`config.mk`:
```
export PLATFORM = sky130hd
export DESIGN_NAME = pipelined_barrel_shifter
export DESIGN_NICKNAME = d
export VERILOG_FILES = /design/src/rtl/pipelined_barrel_shifter.sv
export SDC_FILE = /design/constraint.sdc
export NUM_CORES = 1
export LEC_CHECK = 0
export CAP_MARGIN = 20
export CORE_ASPECT_RATIO = 1.5
export CORE_MARGIN = 4
export CORE_UTILIZATION = 32
export CTS_CLUSTER_SIZE = 14
export DETAILED_ROUTE_END_ITERATION = 12
export SLEW_MARGIN = 20
export SYNTH_ARGS = -nofsm -noshare
export SYNTH_HDL_FRONTEND = slang
export SYNTH_SLANG_ARGS = --single-unit
```
`constraint.sdc`:
```
create_clock -name clk -period 1.8 [get_ports clk]
set_input_delay 0.18 -clock clk [delete_from_list [all_inputs] [get_ports clk]]
set_output_delay 0.18 -clock clk [all_outputs]
set_load 0.01 [all_outputs]
```
`src/rtl/pipelined_barrel_shifter.sv`:
```
// pipelined_barrel_shifter
//   Multifunction barrel shifter: rotate/shift a WIDTH-bit operand by a run-time
//   amount through AW = log2(WIDTH) registered stages. Stage k applies a 2^k
//   step when amount bit k is set. Valid/ready handshakes on both sides, and
//   bubbles collapse because an empty stage always accepts.
//
//   Ports
//     clk, reset_n             clock, async active-low reset
//     in_valid/in_ready        request handshake
//     in_data  [WIDTH-1:0]     operand
//     in_amt   [AW-1:0]        amount 0..WIDTH-1
//     in_op    [2:0]           000 ROL, 001 ROR, 010 SLL, 011 SRL, 100 SRA
//     out_valid/out_ready      result handshake
//     out_data [WIDTH-1:0]     result
//     out_illegal              op code was illegal; data returned unshifted
//
//   Build option: define BARREL_SHIFTER_SRA_EN to make op 100 an arithmetic
//   right shift. Without it op 100 is illegal and no sign-fill logic exists.

// One pipeline stage: fixed 2^K step, selected by bit K of the carried amount.
module pbs_stage #(
  parameter int WIDTH = 8,
  parameter int AW    = 3,
  parameter int K     = 0
) (
  input  logic             clk,
  input  logic             reset_n,
  input  logic             ld,
  input  logic             up_valid,
  input  logic [WIDTH-1:0] up_data,
  input  logic [AW-1:0]    up_amt,
  input  logic [2:0]       up_op,
  input  logic             up_ill,
`ifdef BARREL_SHIFTER_SRA_EN
  input  logic             up_sign,
  output logic             sign,
`endif
  output logic             valid,
  output logic [WIDTH-1:0] data,
  output logic [AW-1:0]    amt,
  output logic [2:0]       op,
  output logic             ill
);
  localparam int S = 1 << K;
  localparam logic [2:0] OP_ROL = 3'b000;
  localparam logic [2:0] OP_ROR = 3'b001;
  localparam logic [2:0] OP_SLL = 3'b010;
  localparam logic [2:0] OP_SRL = 3'b011;
`ifdef BARREL_SHIFTER_SRA_EN
  localparam logic [2:0] OP_SRA = 3'b100;
`endif

  logic [WIDTH-1:0] sll, srl, rol, ror, shf;
  assign sll = up_data << S;
  assign srl = up_data >> S;
  assign rol = sll | (up_data >> (WIDTH - S));
  assign ror = srl | (up_data << (WIDTH - S));
`ifdef BARREL_SHIFTER_SRA_EN
  // Sign comes from the original operand's MSB, carried alongside the data,
  // so each stage fills with it regardless of what earlier stages did.
  logic [WIDTH-1:0] sra;
  assign sra = srl | (up_sign ? ~({WIDTH{1'b1}} >> S) : '0);
`endif

  always_comb begin
    shf = up_data;
    if (up_amt[K]) begin
      case (up_op)
        OP_ROL:  shf = rol;
        OP_ROR:  shf = ror;
        OP_SLL:  shf = sll;
        OP_SRL:  shf = srl;
`ifdef BARREL_SHIFTER_SRA_EN
        OP_SRA:  shf = sra;
`endif
        default: shf = up_data;
      endcase
    end
  end

  // Payload only moves with a real item, so a drained pipe keeps its last result.
  always_ff @(posedge clk or negedge reset_n) begin
    if (!reset_n) begin
      valid <= 1'b0;
      data  <= '0;
      amt   <= '0;
      op    <= '0;
      ill   <= 1'b0;
`ifdef BARREL_SHIFTER_SRA_EN
      sign  <= 1'b0;
`endif
    end else if (ld) begin
      valid <= up_valid;
      if (up_valid) begin
        data <= shf;
        amt  <= up_amt;
        op   <= up_op;
        ill  <= up_ill;
`ifdef BARREL_SHIFTER_SRA_EN
        sign <= up_sign;
`endif
      end
    end
  end
endmodule

module pipelined_barrel_shifter #(
  parameter  int WIDTH = 8,
  localparam int AW    = $clog2(WIDTH)
) (
  input  logic             clk,
  input  logic             reset_n,
  input  logic             in_valid,
  output logic             in_ready,
  input  logic [WIDTH-1:0] in_data,
  input  logic [AW-1:0]    in_amt,
  input  logic [2:0]       in_op,
  output logic             out_valid,
  input  logic             out_ready,
  output logic [WIDTH-1:0] out_data,
  output logic             out_illegal
);
  // Index 0 is the input side, index k+1 is the register set of stage k.
  logic [AW:0]            vld_pipe;
  logic [AW:0][WIDTH-1:0] dat_pipe;
  logic [AW:0][AW-1:0]    amt_pipe;
  logic [AW:0][2:0]       op_pipe;
  logic [AW:0]            ill_pipe;
  logic [AW:0]            rdy;
`ifdef BARREL_SHIFTER_SRA_EN
  logic [AW:0]            sgn_pipe;
`endif

  logic legal;
`ifdef BARREL_SHIFTER_SRA_EN
  assign legal = (in_op <= 3'd4);
`else
  assign legal = (in_op <= 3'd3);
`endif

  // Illegal ops travel with amount 0, so every stage passes the data through.
  assign vld_pipe[0] = in_valid;
  assign dat_pipe[0] = in_data;
  assign amt_pipe[0] = legal ? in_amt : '0;
  assign op_pipe[0]  = in_op;
  assign ill_pipe[0] = ~legal;
`ifdef BARREL_SHIFTER_SRA_EN
  assign sgn_pipe[0] = in_data[WIDTH-1];
`endif

  assign rdy[AW]  = out_ready;
  assign in_ready = rdy[0];

  genvar k;
  generate
    for (k = 0; k < AW; k++) begin : g_stage
      assign rdy[k] = ~vld_pipe[k+1] | rdy[k+1];

      pbs_stage #(.WIDTH(WIDTH), .AW(AW), .K(k)) u_stage (
        .clk      (clk),
        .reset_n  (reset_n),
        .ld       (rdy[k]),
        .up_valid (vld_pipe[k]),
        .up_data  (dat_pipe[k]),
        .up_amt   (amt_pipe[k]),
        .up_op    (op_pipe[k]),
        .up_ill   (ill_pipe[k]),
`ifdef BARREL_SHIFTER_SRA_EN
        .up_sign  (sgn_pipe[k]),
        .sign     (sgn_pipe[k+1]),
`endif
        .valid    (vld_pipe[k+1]),
        .data     (dat_pipe[k+1]),
        .amt      (amt_pipe[k+1]),
        .op       (op_pipe[k+1]),
        .ill      (ill_pipe[k+1])
      );
    end
  endgenerate

  assign out_valid   = vld_pipe[AW];
  assign out_data    = dat_pipe[AW];
  assign out_illegal = ill_pipe[AW];
endmodule

```
==> results_tabular.tex <==
\begin{tabular}{lr}
\hline
Metric & Value \\
\hline
\multicolumn{2}{l}{\textbf{Outcome}} \\
\quad Status & completed \\
\multicolumn{2}{l}{\textbf{Layout}} \\
\quad Area added between synthesis and finish & 20.4\% \\
\quad Diode count & 0 \\
\quad Number of standard cells in the layout, taps in and fillers out & 301 \\
\quad Final Instance Area & 2490 um\^{}2 \\
\quad Final-stage net count & 244 \\
\quad Proportion of layout cells with a drive suffix above 1 & 15.9\% \\
\multicolumn{2}{l}{\textbf{Detailed routing}} \\
\quad Antenna violation net count after detailed routing & 0 \\
\quad WL per Instance & 13.3 um \\
\quad DR vias/cell & 4.97 \\
\quad Drt pass-1 iters & 4 \\
\quad Detailed Route Iter0 Violations & 48 \\
\quad DR DRC count & 0 \\
\quad Vias after detailed routing & 1497 \\
\quad Wirelength, routed & 3990 um \\
\multicolumn{2}{l}{\textbf{Setup path}} \\
\quad Worst setup startpoint & g\_stage[0].u\_stage.valid \\
\quad Crit-path cells & and4b\_4 > inv\_2 > clkdlybuf4s50\_1 \\
\quad Largest fanout on the critical path & 4 \\
\quad Critical Path Slowest Stage Cell & clkdlybuf4s50\_1 \\
\quad Count of buffering cells on the critical path with inverters included & 2 \\
\quad Origin of the critical flop-to-flop path & g\_stage[1].u\_stage.valid \\
\quad Worst Path Class, Setup & register to output port \\
\quad Critical Path Max Stage Delay & 540 ps \\
\quad Critical Path RT & 1620 ps \\
\quad Launching element type of the critical path & register \\
\quad Data arrival time of the worst path & 1550 ps \\
\quad Endpoint type of the worst setup path & output port \\
\quad Largest delay share family, worst path & buffers and inverters \\
\multicolumn{2}{l}{\textbf{Logic synthesis}} \\
\quad Post-synthesis cell type with the largest combined area & dfrtp\_1 \\
\quad Seq/Total Area, Yosys & 47.2\% \\
\quad Distinct cells, synth & 37 \\
\quad Top post-synthesis cells by area & dfrtp\_1, mux2\_2, o21ai\_0 \\
\quad Post-synthesis cell area & 2070 um\^{}2 \\
\quad Yosys warning total & 0 \\
\quad Number of storage elements in the synthesis netlist & 39 \\
\quad Synth Net Count & 224 \\
\quad Yosys top cell area share & 47.2\% \\
\quad Cells after Synth & 206 \\
\quad Post-synthesis average cell area & 10.0 um\^{}2 \\
\multicolumn{2}{l}{\textbf{Pwr}} \\
\quad Fraction of power consumed by the clock network & 31.1\% \\
\quad Largest voltage drop on the vdd net & 310 uV \\
\quad Gate power share & 24.9\% \\
\quad Flop pwr share & 44.0\% \\
\quad P\_sw & 0.770 mW \\
\quad Switching fraction of total power & 27.7\% \\
\quad Power Dens Cells & 1110 nW/um\^{}2 \\
\quad Cell internal power dissipation & 2.01 mW \\
\quad Leakage & 1.00 nW \\
\quad Power, Total & 2.78 mW \\
\multicolumn{2}{l}{\textbf{Die}} \\
\quad Effective utilization at floorplan & 33.3\% \\
\quad Core Box Area & 6220 um\^{}2 \\
\quad Height of the chip & 106 um \\
\quad Standard-cell rows & 35 \\
\quad Die outline width & 73.7 um \\
\quad Number of placed I/O pins & 29 \\
\quad Die footprint & 7840 um\^{}2 \\
\multicolumn{2}{l}{\textbf{Place}} \\
\quad Routability congestion estimate from global placement & 0.738 \\
\quad I/O Buffers & 28 \\
\quad Area of placed instances & 2340 um\^{}2 \\
\quad Hpwl dp & 3170 um \\
\quad Placed cells & 292 \\
\multicolumn{2}{l}{\textbf{Timing}} \\
\quad Post-Route Setup TNS & 0 ps \\
\quad Setup repair after global routing missed its margin & no \\
\quad Layout Skew & 4.56 ps \\
\quad Final Setup Violations & 0 \\
\quad Worst-margin pin slew & 510 ps \\
\quad Highest achievable clock rate & 578 MHz \\
\quad Final period demand of the worst path & 1730 ps \\
\quad Max\_slew headroom & 65.9\% \\
\quad Number of hold-slack violations in the final timing report & 0 \\
\quad Final-report max-slew violation count & 0 \\
\quad Period utilization & 96.1\% \\
\quad Tightest hold margin & 437 ps \\
\multicolumn{2}{l}{\textbf{Global route}} \\
\quad Number of antenna violations at the first check in global routing & 0 \\
\quad Global routing met1 resource utilization & 12.0\% \\
\quad Global-route wire length before repair & 7070 um \\
\quad Global-route met2 utilization & 20.6\% \\
\quad Met3 routing resource usage after global routing & 2.74\% \\
\quad Pin count of the biggest net entering global routing & 40 \\
\quad GRT Max-Usage Layer & met2 \\
\quad Total congestion overflow after global routing & 0 \\
\quad Vias in the first global route & 1517 \\
\quad All-Layer GR Usage & 11.4\% \\
\multicolumn{2}{l}{\textbf{Clocking}} \\
\quad Worst-Skew Late Latency & 290 ps \\
\quad CTS tree & yes \\
\quad Sinks on the clock net & 39 \\
\quad Clk slew on worst S/H paths & 80 ps \\
\quad Cts bufs inserted & 5 \\
\quad Root buffer cell & clkbuf\_8 \\
\quad Post-CTS Setup Bufs & 0 \\
\quad Maximum buffer depth of the clock tree & 2 \\
\quad H-tree lvl count & 2 \\
\multicolumn{2}{l}{\textbf{Min path}} \\
\quad Tightest Hold Check Type & input pin to register \\
\quad Start point of the worst min-delay path & in\_amt[1] \\
\multicolumn{2}{l}{\textbf{Job}} \\
\quad Max-capacitance violation count & 0 \\
\hline
\end{tabular}
-- final timing paths --
check / end / slack [ps] / depth (start not counted)
min reg2reg: g_stage[0].u_stage.ill / 510 / 1
max reg2reg: g_stage[1].u_stage.amt[2] / 400 / 4
min: g_stage[0].u_stage.amt[1] / 440 / 3
max in group asynchronous: g_stage[0].u_stage.valid / 970 / 3
max: in_ready / 70 / 3
min in group asynchronous: g_stage[1].u_stage.ill / 450 / 3
-- cell usage in the layout, fill, tap and decap left out, types with 2 or more instances in the layout --
| cell type | count |
|---|---|
| a211oi_1 | 4 |
| a21oi_1 | 8 |
| a221oi_1 | 2 |
| a311oi_1 | 2 |
| a31oi_1 | 8 |
| buf_4 | 7 |
| bufinv_16 | 2 |
| clkbuf_8 | 5 |
| clkdlybuf4s50_1 | 27 |
| dfrtp_1 | 38 |
| inv_1 | 4 |
| mux2_1 | 4 |
| mux2_2 | 9 |
| mux2_4 | 2 |
| mux2i_1 | 6 |
| nand2_1 | 11 |
| nand2b_1 | 7 |
| nand3_1 | 8 |
| nor2_1 | 11 |
| nor2b_1 | 9 |
| o21ai_0 | 19 |
| o21ai_1 | 9 |
| o31ai_1 | 8 |
| o31ai_2 | 2 |
-- layout make-up --
| type | count | area (um^2) |
|---|---|---|
| inverter | 5 | 18.8 |
| clock inverter | 3 | 67.6 |
| timing repair buffer | 36 | 338 |
| clock buffer | 5 | 68.8 |
| multi-input combinational | 139 | 928 |
| sequential | 39 | 977 |
| fill | 630 | 3730 |
| tap | 74 | 92.6 |
-- per-layer routing --
metal / part of all wire (%) / up-vias
li1: - / 767
met5: 0 / -
met2: 56 / 31
met1: 38 / 694
met4: 1.5 / 0
met3: 4.4 / 5
-- metrics by stage --
step           setup slack (ps)  util, %
2_1_floorplan               483        -
3_3_place_gp                155     37.7
3_5_place_dp                120     37.7
4_1_cts                    39.9     40.0
5_1_grt                   0.433     40.1
6_report                   70.5     40.1
-- power groups by stage --
stage	registers (mW)	clock network [mW]	logic [mW]
CTS	1.22	0.892	0.707
detailed placement	1.24	0	0.704
floorplan	1.20	0	0.526
global placement	1.23	0	0.698
finish	1.22	0.862	0.692
global route	1.26	0.930	0.770
-- logic make-up (layout without fill, tap and decap cells) --
| group | after synthesis | after routing | synth area share (%) |
|---|---|---|---|
| compound gates | 63 | 63 | 18.9 |
| buf+inv | 28 | 49 | 7.98 |
| flops | 39 | 39 | 47.2 |
| mux | 21 | 21 | 11.4 |
| simple gates | 55 | 55 | 14.6 |
-- repair_timing --
action | 4_1_cts | 5_1_grt
hold endpoints to repair | 39 | 0
hold buffers | 1 | 0
endpoints found under the setup margin | 0 | 1
resized for setup | 0 | 1
-- Yosys cell counts --
master	instances
nor2b_1	9
buf_6	3
nand2_2	1
inv_2	1
or2_2	1
dfrtp_1	39
buf_4	8
o31ai_1	8
a21oi_1	8
and3_1	1
a211oi_1	4
nand2b_4	1
o21ai_0	19
buf_2	5
nand3b_1	1
nor2_1	11
and2_4	1
o311a_1	1
nand2_1	11
mux2i_1	6
a31oi_1	8
and3b_1	1
mux2_4	2
o31ai_2	2
clkbuf_2	1
inv_1	4
nand3_1	8
and4b_4	1
mux2_2	9
mux2_1	4
buf_1	2
a311oi_1	2
or2b_1	1
nand2b_1	7
o21ai_1	9
clkbuf_1	4
a221oi_1	2
-- worst register-to-register path, stage by stage (launching register included) --
cell	delay, ps
dfrtp_1	350
buf_4	170
and3b_1	200
nand2b_4	210
mux2_2	350
-- state kept, by name (all words and copies together) (netlist names) --
register               count
g_stage.u_stage.op         6
g_stage.u_stage.ill        3
g_stage.u_stage.data      24
g_stage.u_stage.amt        3
g_stage.u_stage.valid      3
Note: power is estimated with default switching activity, not from simulation.
